==> config.mk <==
export PLATFORM = sky130hd
export DESIGN_NAME = multicycle_control
export DESIGN_NICKNAME = d
export VERILOG_FILES = /design/src/rtl/mc_ctrl_pkg.sv /design/src/rtl/mc_ctrl_outdec.sv /design/src/rtl/multicycle_control.sv
export SDC_FILE = /design/constraint.sdc
export NUM_CORES = 1
export LEC_CHECK = 0
export ABC_AREA = 0
export BUFFER_PORTS_ARGS = -buffer_cell sky130_fd_sc_hd__buf_4
export CAP_MARGIN = 10
export CORE_UTILIZATION = 45
export DETAILED_ROUTE_END_ITERATION = 6
export PLACE_DENSITY_LB_ADDON = 0.25
export SLEW_MARGIN = 20
export SYNTH_ARGS = -nofsm -noshare
export SYNTH_HDL_FRONTEND = slang
export SYNTH_SLANG_ARGS = --single-unit
==> constraint.sdc <==
create_clock -name clk -period 4.6 [get_ports clk]
set_input_delay 0.23 -clock clk [delete_from_list [all_inputs] [get_ports clk]]
set_output_delay 0.23 -clock clk [all_outputs]
set_load 0.01 [all_outputs]
==> src/rtl/mc_ctrl_pkg.sv <==
// Shared encodings for the multi-cycle MIPS controller.
// Covers FSM states, opcodes, ALU-op and mux select codes, and the opcode classifier.
package mc_ctrl_pkg;

  typedef enum logic [3:0] {
    S_FETCH  = 4'd0,
    S_DECODE = 4'd1,
    S_MEMADR = 4'd2,
    S_MEMRD  = 4'd3,
    S_MEMWB  = 4'd4,
    S_MEMWR  = 4'd5,
    S_EXEC   = 4'd6,
    S_ALUWB  = 4'd7,
    S_ADDIEX = 4'd8,
    S_ADDIWB = 4'd9,
    S_BRANCH = 4'd10,
    S_JUMP   = 4'd11
  } state_t;

  typedef enum logic [2:0] {
    CLS_NONE = 3'd0,
    CLS_R    = 3'd1,
    CLS_LW   = 3'd2,
    CLS_SW   = 3'd3,
    CLS_BEQ  = 3'd4,
    CLS_ADDI = 3'd5,
    CLS_J    = 3'd6
  } op_class_t;

  localparam logic [5:0] OP_R    = 6'h00;
  localparam logic [5:0] OP_LW   = 6'h23;
  localparam logic [5:0] OP_SW   = 6'h2B;
  localparam logic [5:0] OP_BEQ  = 6'h04;
  localparam logic [5:0] OP_ADDI = 6'h08;
  localparam logic [5:0] OP_J    = 6'h02;

  localparam logic [1:0] ALUOP_ADD   = 2'b00;
  localparam logic [1:0] ALUOP_SUB   = 2'b01;
  localparam logic [1:0] ALUOP_FUNCT = 2'b10;

  localparam logic [1:0] ALUSRCB_REGB  = 2'b00;
  localparam logic [1:0] ALUSRCB_FOUR  = 2'b01;
  localparam logic [1:0] ALUSRCB_IMM   = 2'b10;
  localparam logic [1:0] ALUSRCB_IMMSH = 2'b11;

  localparam logic [1:0] PCSRC_ALU    = 2'b00;
  localparam logic [1:0] PCSRC_ALUOUT = 2'b01;
  localparam logic [1:0] PCSRC_JUMP   = 2'b10;

  typedef struct packed {
    logic       mem_req;
    logic       memread;
    logic       memwrite;
    logic       iord;
    logic       irwrite;
    logic       pcwrite;
    logic       pcwritecond;
    logic [1:0] pcsrc;
    logic       alusrca;
    logic [1:0] alusrcb;
    logic [1:0] aluop;
    logic       regdst;
    logic       memtoreg;
    logic       regwrite;
    logic       doshift;
  } ctrl_t;

  // Unknown opcodes map to CLS_NONE, which the FSM treats as illegal.
  function automatic op_class_t classify(input logic [5:0] op);
    case (op)
      OP_R:    classify = CLS_R;
      OP_LW:   classify = CLS_LW;
      OP_SW:   classify = CLS_SW;
      OP_BEQ:  classify = CLS_BEQ;
      OP_ADDI: classify = CLS_ADDI;
      OP_J:    classify = CLS_J;
      default: classify = CLS_NONE;
    endcase
  endfunction

endpackage

==> src/rtl/mc_ctrl_outdec.sv <==
// State to control-word decode for the multi-cycle controller.
// FETCH gates irwrite/pcwrite with the (already qualified) memory ready.
module mc_ctrl_outdec
  import mc_ctrl_pkg::*;
(
  input  state_t i_state,
  input  logic   i_mem_ready,
  output ctrl_t  o_ctrl
);

  always_comb begin
    o_ctrl = '0;
    case (i_state)
      S_FETCH: begin
        o_ctrl.mem_req = 1'b1;
        o_ctrl.memread = 1'b1;
        o_ctrl.alusrcb = ALUSRCB_FOUR;
        o_ctrl.irwrite = i_mem_ready;
        o_ctrl.pcwrite = i_mem_ready;
      end
      S_DECODE: o_ctrl.alusrcb = ALUSRCB_IMMSH;
      S_MEMADR, S_ADDIEX: begin
        o_ctrl.alusrca = 1'b1;
        o_ctrl.alusrcb = ALUSRCB_IMM;
      end
      S_MEMRD: begin
        o_ctrl.mem_req = 1'b1;
        o_ctrl.memread = 1'b1;
        o_ctrl.iord    = 1'b1;
      end
      S_MEMWR: begin
        o_ctrl.mem_req  = 1'b1;
        o_ctrl.memwrite = 1'b1;
        o_ctrl.iord     = 1'b1;
      end
      S_MEMWB: begin
        o_ctrl.regwrite = 1'b1;
        o_ctrl.memtoreg = 1'b1;
      end
      S_EXEC: begin
        o_ctrl.alusrca = 1'b1;
        o_ctrl.aluop   = ALUOP_FUNCT;
        o_ctrl.doshift = 1'b1;
      end
      S_ALUWB: begin
        o_ctrl.regwrite = 1'b1;
        o_ctrl.regdst   = 1'b1;
      end
      S_ADDIWB: o_ctrl.regwrite = 1'b1;
      S_BRANCH: begin
        o_ctrl.alusrca     = 1'b1;
        o_ctrl.aluop       = ALUOP_SUB;
        o_ctrl.pcwritecond = 1'b1;
        o_ctrl.pcsrc       = PCSRC_ALUOUT;
      end
      S_JUMP: begin
        o_ctrl.pcwrite = 1'b1;
        o_ctrl.pcsrc   = PCSRC_JUMP;
      end
      default: o_ctrl = '0;
    endcase
  end

endmodule

==> src/rtl/multicycle_control.sv <==
// Multi-cycle MIPS main controller: FSM, opcode-class latch and retired counter.
// Control outputs come from mc_ctrl_outdec; only FETCH write enables see mem_ready.
module multicycle_control
  import mc_ctrl_pkg::*;
#(
  parameter int MEM_HANDSHAKE = 1,
  parameter int CNT_W         = 32,
  parameter int ALUOP_W       = 2
) (
  input  logic               clk,
  input  logic               rst_n,
  input  logic [5:0]         opcode,
  input  logic               mem_ready,
  output logic               mem_req,
  output logic               memread,
  output logic               memwrite,
  output logic               iord,
  output logic               irwrite,
  output logic               pcwrite,
  output logic               pcwritecond,
  output logic [1:0]         pcsrc,
  output logic               alusrca,
  output logic [1:0]         alusrcb,
  output logic [ALUOP_W-1:0] aluop,
  output logic               regdst,
  output logic               memtoreg,
  output logic               regwrite,
  output logic               doshift,
  output logic               illegal_op,
  output logic [CNT_W-1:0]   retired,
  output logic [3:0]         state_dbg
);

  state_t           r_state;
  op_class_t        r_cls;
  logic [CNT_W-1:0] r_retired;

  logic      w_ready;
  op_class_t w_cls;
  ctrl_t     w_ctrl;

  // Without the handshake every access completes in a single cycle.
  assign w_ready = (MEM_HANDSHAKE != 0) ? mem_ready : 1'b1;
  assign w_cls   = classify(opcode);

  always_ff @(posedge clk) begin
    if (!rst_n) begin
      r_state   <= S_FETCH;
      r_cls     <= CLS_NONE;
      r_retired <= '0;
    end else begin
      case (r_state)
        S_FETCH: if (w_ready) r_state <= S_DECODE;
        S_DECODE: begin
          r_cls <= w_cls;
          case (w_cls)
            CLS_R:         r_state <= S_EXEC;
            CLS_LW, CLS_SW: r_state <= S_MEMADR;
            CLS_BEQ:       r_state <= S_BRANCH;
            CLS_ADDI:      r_state <= S_ADDIEX;
            CLS_J:         r_state <= S_JUMP;
            default:       r_state <= S_FETCH;
          endcase
        end
        S_MEMADR: r_state <= (r_cls == CLS_LW) ? S_MEMRD : S_MEMWR;
        S_MEMRD:  if (w_ready) r_state <= S_MEMWB;
        S_MEMWR: begin
          if (w_ready) begin
            r_state   <= S_FETCH;
            r_retired <= r_retired + CNT_W'(1);
          end
        end
        S_EXEC:   r_state <= S_ALUWB;
        S_ADDIEX: r_state <= S_ADDIWB;
        S_MEMWB, S_ALUWB, S_ADDIWB, S_BRANCH, S_JUMP: begin
          r_state   <= S_FETCH;
          r_retired <= r_retired + CNT_W'(1);
        end
        default: r_state <= S_FETCH;
      endcase
    end
  end

  mc_ctrl_outdec u_outdec (
    .i_state     (r_state),
    .i_mem_ready (w_ready),
    .o_ctrl      (w_ctrl)
  );

  assign mem_req     = w_ctrl.mem_req;
  assign memread     = w_ctrl.memread;
  assign memwrite    = w_ctrl.memwrite;
  assign iord        = w_ctrl.iord;
  assign irwrite     = w_ctrl.irwrite;
  assign pcwrite     = w_ctrl.pcwrite;
  assign pcwritecond = w_ctrl.pcwritecond;
  assign pcsrc       = w_ctrl.pcsrc;
  assign alusrca     = w_ctrl.alusrca;
  assign alusrcb     = w_ctrl.alusrcb;
  assign aluop       = ALUOP_W'(w_ctrl.aluop);
  assign regdst      = w_ctrl.regdst;
  assign memtoreg    = w_ctrl.memtoreg;
  assign regwrite    = w_ctrl.regwrite;
  assign doshift     = w_ctrl.doshift;
  assign illegal_op  = (r_state == S_DECODE) && (w_cls == CLS_NONE);
  assign retired     = r_retired;
  assign state_dbg   = r_state;

endmodule

-- Yosys cells after proc, flatten, opt, wreduce, memory -nomap -nowiden
Index checks and enable logic that the tools add are counted.
- register bits after elaboration: 39
- bits in latches: 0
- memory bits (writable): 0
- memory bits (read-only): 0
- input port bits: 9
- output and inout port bits: 55
- logic and storage cells: 69
- memories kept: 0
- add/sub/neg operators: 1
- multiply operators: 0
- div/mod/pow operators: 0
- order comparisons: 0
- eq/ne operators: 26
- shift-type cells: 0
- mux-type cells: 24
- bitwise logic cells: 0
- reduce and logical (&&, ||, !) cells: 15
- operators with widths (cell ; number):
    $pmux W32 S2 ; 1
    $add A32 B1 Y32 const B ; 1
    $mux W32 ; 1
    $pmux W4 S7 ; 1
    $pmux W4 S5 ; 1
    $pmux W3 S6 ; 1
    $eq A4 B3 Y1 const B ; 4
    $eq A4 B4 Y1 const B ; 4
    $eq A6 B6 Y1 const B ; 2
    $mux W4 ; 3
    $mux W1 ; 11
    $eq A3 B2 Y1 const B ; 3
    $eq A3 B3 Y1 const B ; 3
    $eq A4 B2 Y1 const B ; 2
    $pmux W2 S2 ; 2
    $reduce_or A2 Y1 ; 4
    $eq A6 B2 Y1 const B ; 1
    $eq A6 B3 Y1 const B ; 1
    $eq A6 B4 Y1 const B ; 1
    $logic_not A6 Y1 ; 1
    $ne A2 B2 Y1 const B ; 3
    $pmux W2 S3 ; 1
    $reduce_or A3 Y1 ; 2
    $reduce_or A5 Y1 ; 1
    other kinds (11) ; 11

-- Longest topological paths before layout
Gate-level depths: netlist of run 1.
- word-level depth: 6
- gate-level depth with buffers: 7
- gate-level depth less buffers: 5

-- Hierarchy
A second synthesis of run 1 with hierarchy kept.
- cell total of the unflattened synthesis: 313
- area total of the unflattened synthesis: 2441.1 um^2
- modules (own cells, without submodules) (module ; times used ; cells an instance ; area an instance (um^2) ; sequential area each (um^2)):
    multicycle_control ; 1 ; 272 ; 2190.9 ; 780.7
    mc_ctrl_outdec ; 1 ; 41 ; 250.2 ; 0.0

-- Least setup slack after synthesis of run 1
No wires, ideal clock.
- kind: register -> register
- start: register r_retired[0], in the netlist retired[0]
- end: register r_retired[28], in the netlist retired[28]
- library setup time: 70 ps
- data arrival time: 1826 ps
- required time: 4530 ps
- slack: 2704 ps
- cell stages (with the launch flop): 7
- buffers on the path: 1
- period minus slack after synthesis: 1896 ps
- cell sequence: dfxtp_1 > ha_1 > and4_1 > nand4_1 > clkbuf_1 > or4_1 > a21oi_1
- cells in the longest elaborated chain, start to end: 3
- ends and longest elaborated chain (element ; RTL line ; text):
    start, declared ; multicycle_control.sv:36 ; logic [CNT_W-1:0] r_retired;
    start signal, assigned ; multicycle_control.sv:70 ; r_retired <= r_retired + CNT_W'(1);
    start signal, assigned ; multicycle_control.sv:77 ; r_retired <= r_retired + CNT_W'(1);
    $add A32 B1 Y32 * ; multicycle_control.sv:70, multicycle_control.sv:77 ;
    $mux W32 ; multicycle_control.sv:68 ; if (w_ready) begin
    $pmux W32 S2 * ; multicycle_control.sv:52 ; case (r_state)
Every way passes the cells marked *; elsewhere a longest branch is shown, timed or not. The select of a mux whose other input is x is not followed.
A chain may end at the register's enable or synchronous reset.

-- Worst setup path in the final report of run 1
- start: register r_state[2], in the netlist state_dbg[2]
- end: register r_retired[26], in the netlist retired[26]
- cells in the longest elaborated chain, start to end: 4
- elaborated cells on any way between the ends: 11
- those cells by class: eq/ne: 7; mux: 1; reduce/logical: 3
- ends and longest elaborated chain (element ; RTL line ; text):
    start, declared ; multicycle_control.sv:34 ; state_t r_state;
    start signal, assigned ; multicycle_control.sv:65 ; S_MEMADR: r_state <= (r_cls == CLS_LW) ? S_MEMRD : S_MEMWR;
    $eq A4 B4 Y1 or $eq A4 B3 Y1 (tied branches) ; multicycle_control.sv:52 ;
    $reduce_or A5 Y1 ; multicycle_control.sv:52 ;
    $reduce_bool A2 Y1 (no line) ; - ;
    $reduce_and A2 Y1 (no line) ; - ;
Several ways; a longest one is shown, not always the timed one.

==> results.ini, run 1 <==
[detailed_routing]
dr.pass1.iters=4
vias=2393
via_per_inst=5.82
wl_per_cell_um=14.0
drtIter0Drc=185
drc_errors=0
drt-total-wl_mm=5.77
postRouteAntennaNets=0

[critical_path]
r2r-start=state_dbg[2]
cp-endpoint=retired[26]
cp_max_fo=53
reg2reg_slack_ps=2300
critical_path_class=reg2reg
r2r_cells=4
crit_arrival_ps=2500
r2r_end=retired[26]
end_kind=flip-flop
required_ps=4800
critPathLaunch=state_dbg[2]
cp-start-kind=flip-flop

[synthesis]
synth_edf_count=0
synth_common_cells=39 x dfxtp_1, 31 x a21oi_1, 28 x nand2_1, 19 x or4_1
synth_mux_area_frac=0.0418
synth_seq_cells=39
synthFlopType=dfxtp_1
synth-simple-area-share=0.365
syn_area_mm2=0.00239
yosysSeqAreaShare=0.326
yosysMostFrequentCell=dfxtp_1
syn_area_per_cell_um2=8.06
synth_nets=307
synth_compound_area_frac=0.184
synthCells=297
synth_top_area_share=0.326
asyncSetResetFlopFracSynth=0
yosys.cell_types.count=45
yosys_warnings=0
synth_area_leaders=dfxtp_1 33%, a21oi_1 6.5%, or4_1 6.0%
synthAdderAreaFrac=0.00523
synth_area_leader_cell=dfxtp_1
synthXorXnorAreaFrac=0.0146
synth_top_family_by_area=simple AND/OR/NAND/NOR gates

[clock_network]
clockBufferDepth=2
tritoncts=done
clock-sinks=39
htree_levels=2
cts_made_buffers=5
clock-root-buffer=clkbuf_8
cts_resized=0
cts_setup_buffers=0
path_clk_slew_ps=70
ctsHoldBuffers=0
insertion_delay_ps=290

[grt]
antenna_found_initial=0
grt_pass1_wl_mm=8.98
grt_overflow=0
grt_usage=0.208
grt_pass1_vias=1927
grt_max_degree=54

[floorplan]
die_w_um=74.9
rows=26
ios=64
start_util=0.469
die_h_um=74.9
core_area_mm2=0.00511
dieArea_mm2=0.00561

[placed_design]
port_buffers=63
pre_cts_ws_ps=2310
gp_congestion=0.760
placed_area_mm2=0.00282
dp_hpwl_mm=3.94

[status]
outcome=completed

[power_and_ir_drop]
p_per_area_mw_per_mm2=222
irDropWorstVdd_v=0.000127
p_leak_nw=1.02

[final_layout]
area_growth_pct=22.1
drive_above_1_share=0.243
final_cell_area_mm2=0.00292
nets=350
n_antenna_cell=0

[sta]
final.setup.worst_slack_ps=2300
post-route-period-util=0.500
period_needed_ps=2300
max_slew_margin=0.348
hold_viol=0
max_freq_mhz=435
setup_viol=0
finalClockSkew_ps=6.63
maxSlewViolCount=0
setup_tns_ps=0
grt_setup_unrepaired=false
tightest_slew_ps=977

[job]
max-cap-violations=0

[hold_path]
hp-class=in2reg

## per-layer routing
metal  routed length (um)  GRT usage  up-vias
li1                     -          -     1195
met4                   28     0.0545        0
met3                  207     0.0522        4
met5                    0          0        -
met1                 2630      0.270     1144
met2                 2910      0.343       50
## sequential cells by signal, summed over array words and instances, names as in the netlist
name       count
r_cls          3
retired       32
state_dbg      4
## report_power, final
group          switching (mW)  leakage [nW]  internal, mW
Clock                   0.116        0.0515         0.137
Combinational          0.0305         0.652        0.0221
Sequential            0.00445         0.314         0.338
Total                   0.150          1.02         0.498
## worst min path at each step
| stage | startpoint | end | slack (ps) | cells after the start |
|---|---|---|---|---|
| 6_report | opcode[4] | state_dbg[2] | 270 | 4 |
| 5_1_grt | opcode[4] | state_dbg[2] | 270 | 4 |
| 4_1_cts | opcode[4] | state_dbg[2] | 250 | 4 |
| 3_5_place_dp | r_cls[0] | r_cls[0] | 450 | 2 |
| 3_3_place_gp | r_cls[1] | r_cls[1] | 440 | 2 |
| 2_1_floorplan | rst_n | retired[21] | 390 | 2 |
## cells by family after synthesis
group,after synthesis
adder cells (fa/ha/maj),1
buffers and inverters,32
XOR/XNOR,4
AO/OA/AOI/OAI,70
multiplexers,10
AND/OR/NAND/NOR,141
flip-flops,39
## layout by cell type (no fill, tap or decap), types with 2 or more instances in the layout
cell type | netlist | routed
nand4_1 | 8 | 8
xor2_1 | 3 | 3
buf_4 | 2 | 63
o31ai_1 | 16 | 16
or3_1 | 8 | 8
nand4b_1 | 2 | 2
nand3_1 | 12 | 12
a21oi_1 | 31 | 31
dfxtp_1 | 39 | 39
nor2_1 | 13 | 13
inv_1 | 5 | 5
nor3b_1 | 3 | 3
nor4_2 | 2 | 2
mux2i_1 | 10 | 10
or2_2 | 2 | 2
nor4b_2 | 4 | 4
nand2_1 | 28 | 28
clkbuf_8 | 0 | 7
nand2b_1 | 16 | 16
o21a_1 | 3 | 3
or4_1 | 19 | 19
nor3_1 | 8 | 8
nor4_1 | 4 | 4
and4_1 | 3 | 3
nor4b_1 | 2 | 2
o21ai_0 | 11 | 11
and3_1 | 2 | 2
o22ai_1 | 2 | 2
## critical path, cell delays in order (launching register included)
cell and delay, ps:
dfxtp_1 790, nand2b_4 90, o32a_4 580, or4_1 570, a21oi_1 170
## metrics by stage
step / hold slack (ps) / utilization / power [mW] / instances
floorplan: 385 / - / 0.383 / 297
global placement: 440 / 0.553 / 0.402 / 403
detailed placement: 450 / 0.553 / 0.403 / 403
CTS: 246 / 0.572 / 0.659 / 411
global route: 269 / 0.572 / 0.675 / 411
finish: 265 / 0.572 / 0.648 / 411
## area by class of cell
class / instances / area [um2]
Clock buffer: 8 / 100
Fill cell: 491 / 2180
Inverter: 5 / 18.8
Multi-Input combinational cell: 226 / 1460
Sequential cell: 39 / 781
Tap cell: 70 / 87.6
Timing Repair Buffer: 63 / 473
(Power assumes the default switching activity.)
==> inputs of run 2 (changes only) <==
--- a/config.mk
+++ b/config.mk
@@ -5,7 +5,7 @@
 export SDC_FILE = /design/constraint.sdc
 export NUM_CORES = 1
 export LEC_CHECK = 0
-export ABC_AREA = 0
+export ABC_AREA = 1
 export BUFFER_PORTS_ARGS = -buffer_cell sky130_fd_sc_hd__buf_4
 export CAP_MARGIN = 10
 export CORE_UTILIZATION = 45
==> constraint.sdc (replaced) <==
create_clock -name clk -period 2.04 [get_ports clk]
set_input_delay 0.102 -clock clk [delete_from_list [all_inputs] [get_ports clk]]
set_output_delay 0.102 -clock clk [all_outputs]
set_load 0.01 [all_outputs]
==> results.ini, run 2 <==
[floorplan]
rows=27
dieArea_mm2=0.00599
ios=64
die_h_um=77.4
core_area_mm2=0.00551
die_w_um=77.4
start_util=0.464

[sta]
tightest_slew_ps=467
maxSlewViolCount=0
post-route-period-util=0.907
period_needed_ps=1850
hold_viol=0
setup_tns_ps=0
finalClockSkew_ps=6.31
grt_setup_unrepaired=false
final.setup.worst_slack_ps=190
whs_ps=146
setup_viol=0
max_freq_mhz=541
max_slew_margin=0.688

[grt]
grt_overflow=0
grt_usage=0.253
grt_max_degree=28
antenna_found_initial=0
grt_pass1_wl_mm=12.2
grt_pass1_vias=2674

[hold_path]
holdCritStartpoint=rst_n
hp-class=in2reg

[placed_design]
gp_congestion=0.884
port_buffers=63
pre_cts_ws_ps=280
dp_hpwl_mm=5.44

[critical_path]
critical_path_class=reg2out
crit_arrival_ps=1750
cp-start-kind=flip-flop
required_ps=1940
critPathLaunch=state_dbg[1]
r2r-start=state_dbg[3]
cp_max_fo=7
end_kind=output pin

[detailed_routing]
wl_per_cell_um=12.1
drt-total-wl_mm=7.04
drc_errors=0
vias=2890
dr.pass1.iters=5
postRouteAntennaNets=0
drtIter0Drc=168
via_per_inst=4.98

[status]
outcome=completed

[synthesis]
syn_area_mm2=0.00256
synth_area_leader_cell=dfxtp_1
yosys.cell_types.count=30
yosysSeqAreaShare=0.305
synthCells=443
yosys_warnings=0
synth_nets=453
syn_area_per_cell_um2=5.77
synth_area_leaders=dfxtp_1 31%, nand2_1 21%, nor2_1 12%
yosysMostFrequentCell=nand2_1
synth_seq_cells=39
synth_edf_count=0
synth_common_cells=144 x nand2_1, 82 x nor2_1, 48 x inv_1, 39 x dfxtp_1
asyncSetResetFlopFracSynth=0
synth_top_area_share=0.305
synthFlopType=dfxtp_1

[power_and_ir_drop]
irDropWorstVdd_v=0.000326
p_per_area_mw_per_mm2=467
power.share.switching=0.240
internal_power_mw=1.13
p_switching_mw=0.357
seqPwrFrac=0.518
pwr-share-clk=0.387
p_leak_nw=1.35
p_comb_frac=0.095

[final_layout]
n_antenna_cell=0
drive_above_1_share=0.187
mostFrequentLayoutCell=nand2_1
nets=517
final_cell_mix=144 x nand2_1, 82 x nor2_1, 66 x buf_4
area_growth_pct=24.8
largest_reg_flops=32

[clock_network]
insertion_delay_ps=290
ctsHoldBuffers=0
path_clk_slew_ps=80
clock-root-buffer=clkbuf_8
cts_made_buffers=5
cts_setup_buffers=0
cts_resized=0
htree_levels=2
clockBufferDepth=2
clock-sinks=39
tritoncts=done

[job]
max-cap-violations=0

[run 2: cell types whose count changed in the layout (fill, tap and decap cells not counted), moves of 19 or more]
cell	delta
or4_1	-19
inv_1	+43
nor2_1	+69
nand2_1	+116
[run 2: kinds of logic after synthesis]
family	after synthesis	share of synthesized area
AO/OA/AOI/OAI	46	0.0910
XOR/XNOR	7	0.0240
adder cells (fa/ha/maj)	1	0.00489
buffers and inverters	64	0.102
flip-flops	39	0.305
AND/OR/NAND/NOR	286	0.472
[run 2: stage by stage]
| step | util | instance area [um2] | power, mW | cells |
|---|---|---|---|---|
| global route | 0.579 | 3190 | 1.55 | 580 |
| detailed placement | 0.561 | 3090 | 0.932 | 572 |
| finish | 0.579 | 3190 | 1.49 | 580 |
| CTS | 0.579 | 3190 | 1.51 | 580 |
| global placement | 0.561 | 3090 | 0.929 | 572 |
| floorplan | - | 2560 | 0.870 | 443 |
[run 2: cell type report]
| cell class | instances | area, um2 |
|---|---|---|
| clock buffer | 8 | 100 |
| inverter | 55 | 209 |
| timing repair buffer | 66 | 495 |
| sequential | 39 | 781 |
| fill | 573 | 2320 |
| multi-input combinational | 340 | 1510 |
| tap | 72 | 90.1 |
[run 2: metal layers]
metal | track usage | up-vias | wire (um)
li1 | - | 1514 | -
met1 | 0.340 | 1294 | 3370
met2 | 0.405 | 78 | 3220
met3 | 0.0435 | 4 | 373
met4 | 0.0925 | 0 | 64
met5 | 0 | - | 0
[run 2: worst max-delay path: stages, from the launching register on]
cell,delay [ps]
dfxtp_1,370
inv_2,90
nand2_2,90
nor2_1,320
inv_2,130
nor4_1,290
buf_4,170
[run 2: path summary, 6_finish.rpt]
path	to	slack [ps]	cells past startpoint
worst max-delay path	illegal_op	190	6
worst min-delay path	retired[29]	150	3
worst max register to register	retired[25]	260	9
worst min register to register	r_cls[2]	470	2
[run 2: power groups by stage]
stage | combinational [mW] | clock [mW] | sequential [mW]
after detailed placement | 0.142 | 0 | 0.790
after global routing | 0.159 | 0.622 | 0.773
after CTS | 0.142 | 0.597 | 0.772
after floorplan | 0.0796 | 0 | 0.790
final | 0.142 | 0.577 | 0.772
after global placement | 0.139 | 0 | 0.789
==> inputs of run 3 (changes only) <==
--- a/config.mk
+++ b/config.mk
@@ -6,7 +6,7 @@
 export NUM_CORES = 1
 export LEC_CHECK = 0
 export ABC_AREA = 1
-export BUFFER_PORTS_ARGS = -buffer_cell sky130_fd_sc_hd__buf_4
+export BUFFER_PORTS_ARGS = -buffer_cell sky130_fd_sc_hd__buf_2
 export CAP_MARGIN = 10
 export CORE_UTILIZATION = 45
 export DETAILED_ROUTE_END_ITERATION = 6
==> results.ini, run 3 (synthesis gave the netlist of run 2 again) <==
[grt]
antenna_found_initial=0
grt_usage=0.245
grt_max_degree=28
groute.layer.met3.usage=0.0341
grt_pass1_wl_mm=11.8
met2_usage=0.402
top_usage_layer=met2
use_met1=0.337
grt_pass1_vias=2601
grt_overflow=0

[critical_path]
cp_max_fo=7
crit_arrival_ps=1750
critical_path_class=reg2out
required_ps=1940
end_kind=output pin
cp-start-kind=flip-flop

[sta]
setup_viol=0
maxSlewViolCount=0
max_freq_mhz=541
setup_tns_ps=0
period_needed_ps=1850
finalClockSkew_ps=3.09
max_slew_margin=0.683
post-route-period-util=0.905
tightest_slew_ps=475
hold_viol=0
whs_ps=198
grt_setup_unrepaired=false

[floorplan]
rows=27
die_w_um=77.4
ios=64
start_util=0.464
die_h_um=77.4
core_area_mm2=0.00551
dieArea_mm2=0.00599

[detailed_routing]
vias=2855
dr.pass1.iters=5
drc_errors=0
drt-total-wl_mm=6.83
postRouteAntennaNets=0
drtIter0Drc=185
wl_per_cell_um=11.8
via_per_inst=4.91

[status]
outcome=completed

[placed_design]
dp_hpwl_mm=5.36
gp_congestion=0.926
port_buffers=63

[final_layout]
mostFrequentLayoutCell=nand2_1
n_antenna_cell=0
drive_above_1_share=0.191
final_cell_mix=144 x nand2_1, 82 x nor2_1, 63 x buf_2
largest_reg_flops=32
nets=518
area_growth_pct=19.6

[clock_network]
clock-root-buffer=clkbuf_8
clock-sinks=39
cts_setup_buffers=0
insertion_delay_ps=290
path_clk_slew_ps=70
cts_made_buffers=5
clockBufferDepth=2
tritoncts=done
htree_levels=2
cts_resized=0
ctsHoldBuffers=0

[job]
max-cap-violations=0

[power_and_ir_drop]
p_leak_nw=1.36
p_per_area_mw_per_mm2=513
irDropWorstVdd_v=0.000334

[hold_path]
hp-class=in2reg

## run 3: changes by cell type in the layout (fill, tap and decap cells not counted), sizes merged
cell	before	now
bufinv	0	1
clkbuf	8	6
buf	66	67
clkinv	0	1
## run 3: layout make-up
| cell class | instances | area (um2) |
|---|---|---|
| Multi-Input combinational cell | 340 | 1510 |
| Clock buffer | 6 | 82.6 |
| Tap cell | 72 | 90.1 |
| Fill cell | 591 | 2450 |
| Sequential cell | 39 | 781 |
| Timing Repair Buffer | 67 | 345 |
| Clock inverter | 2 | 35.0 |
| Inverter | 55 | 209 |
## run 3: power by group
part           internal, mW  total (mW)  switching, mW
combinational        0.0447       0.128         0.0829
clock                 0.396       0.667          0.272
sequential            0.766       0.772        0.00532
total                  1.21        1.57          0.360
## run 3: path summary, 6_finish.rpt
kind / start / end / slack, ps / depth (start not counted)
min reg2reg: r_cls[0] / r_cls[0] / 470 / 2
max reg2reg: retired[0] / retired[12] / 270 / 8
max: state_dbg[1] / illegal_op / 190 / 6
min: mem_ready / state_dbg[1] / 200 / 5
## run 3: stage by stage
step                area, um2  power [mW]  setup slack, ps  cells  utilization
floorplan                2560       0.870              479    443            -
global placement         2940       0.914              317    573        0.534
detailed placement       2940       0.917              299    573        0.534
CTS                      3060        1.58              205    581        0.555
global route             3060        1.62             24.5    581        0.555
finish                   3060        1.57              193    581        0.555
## run 3: worst max-delay path, cell delays in order, from the launching register on
cell,delay (ps)
dfxtp_1,370
inv_2,90
nand2_2,90
nor2_1,320
inv_2,130
nor4_1,270
buf_2,180
## run 3: per-layer routing
metal / part of all wire / wire (um)
met5: 0 / 0
met4: 0.011 / 75
met3: 0.057 / 387
met2: 0.45 / 3060
met1: 0.48 / 3300
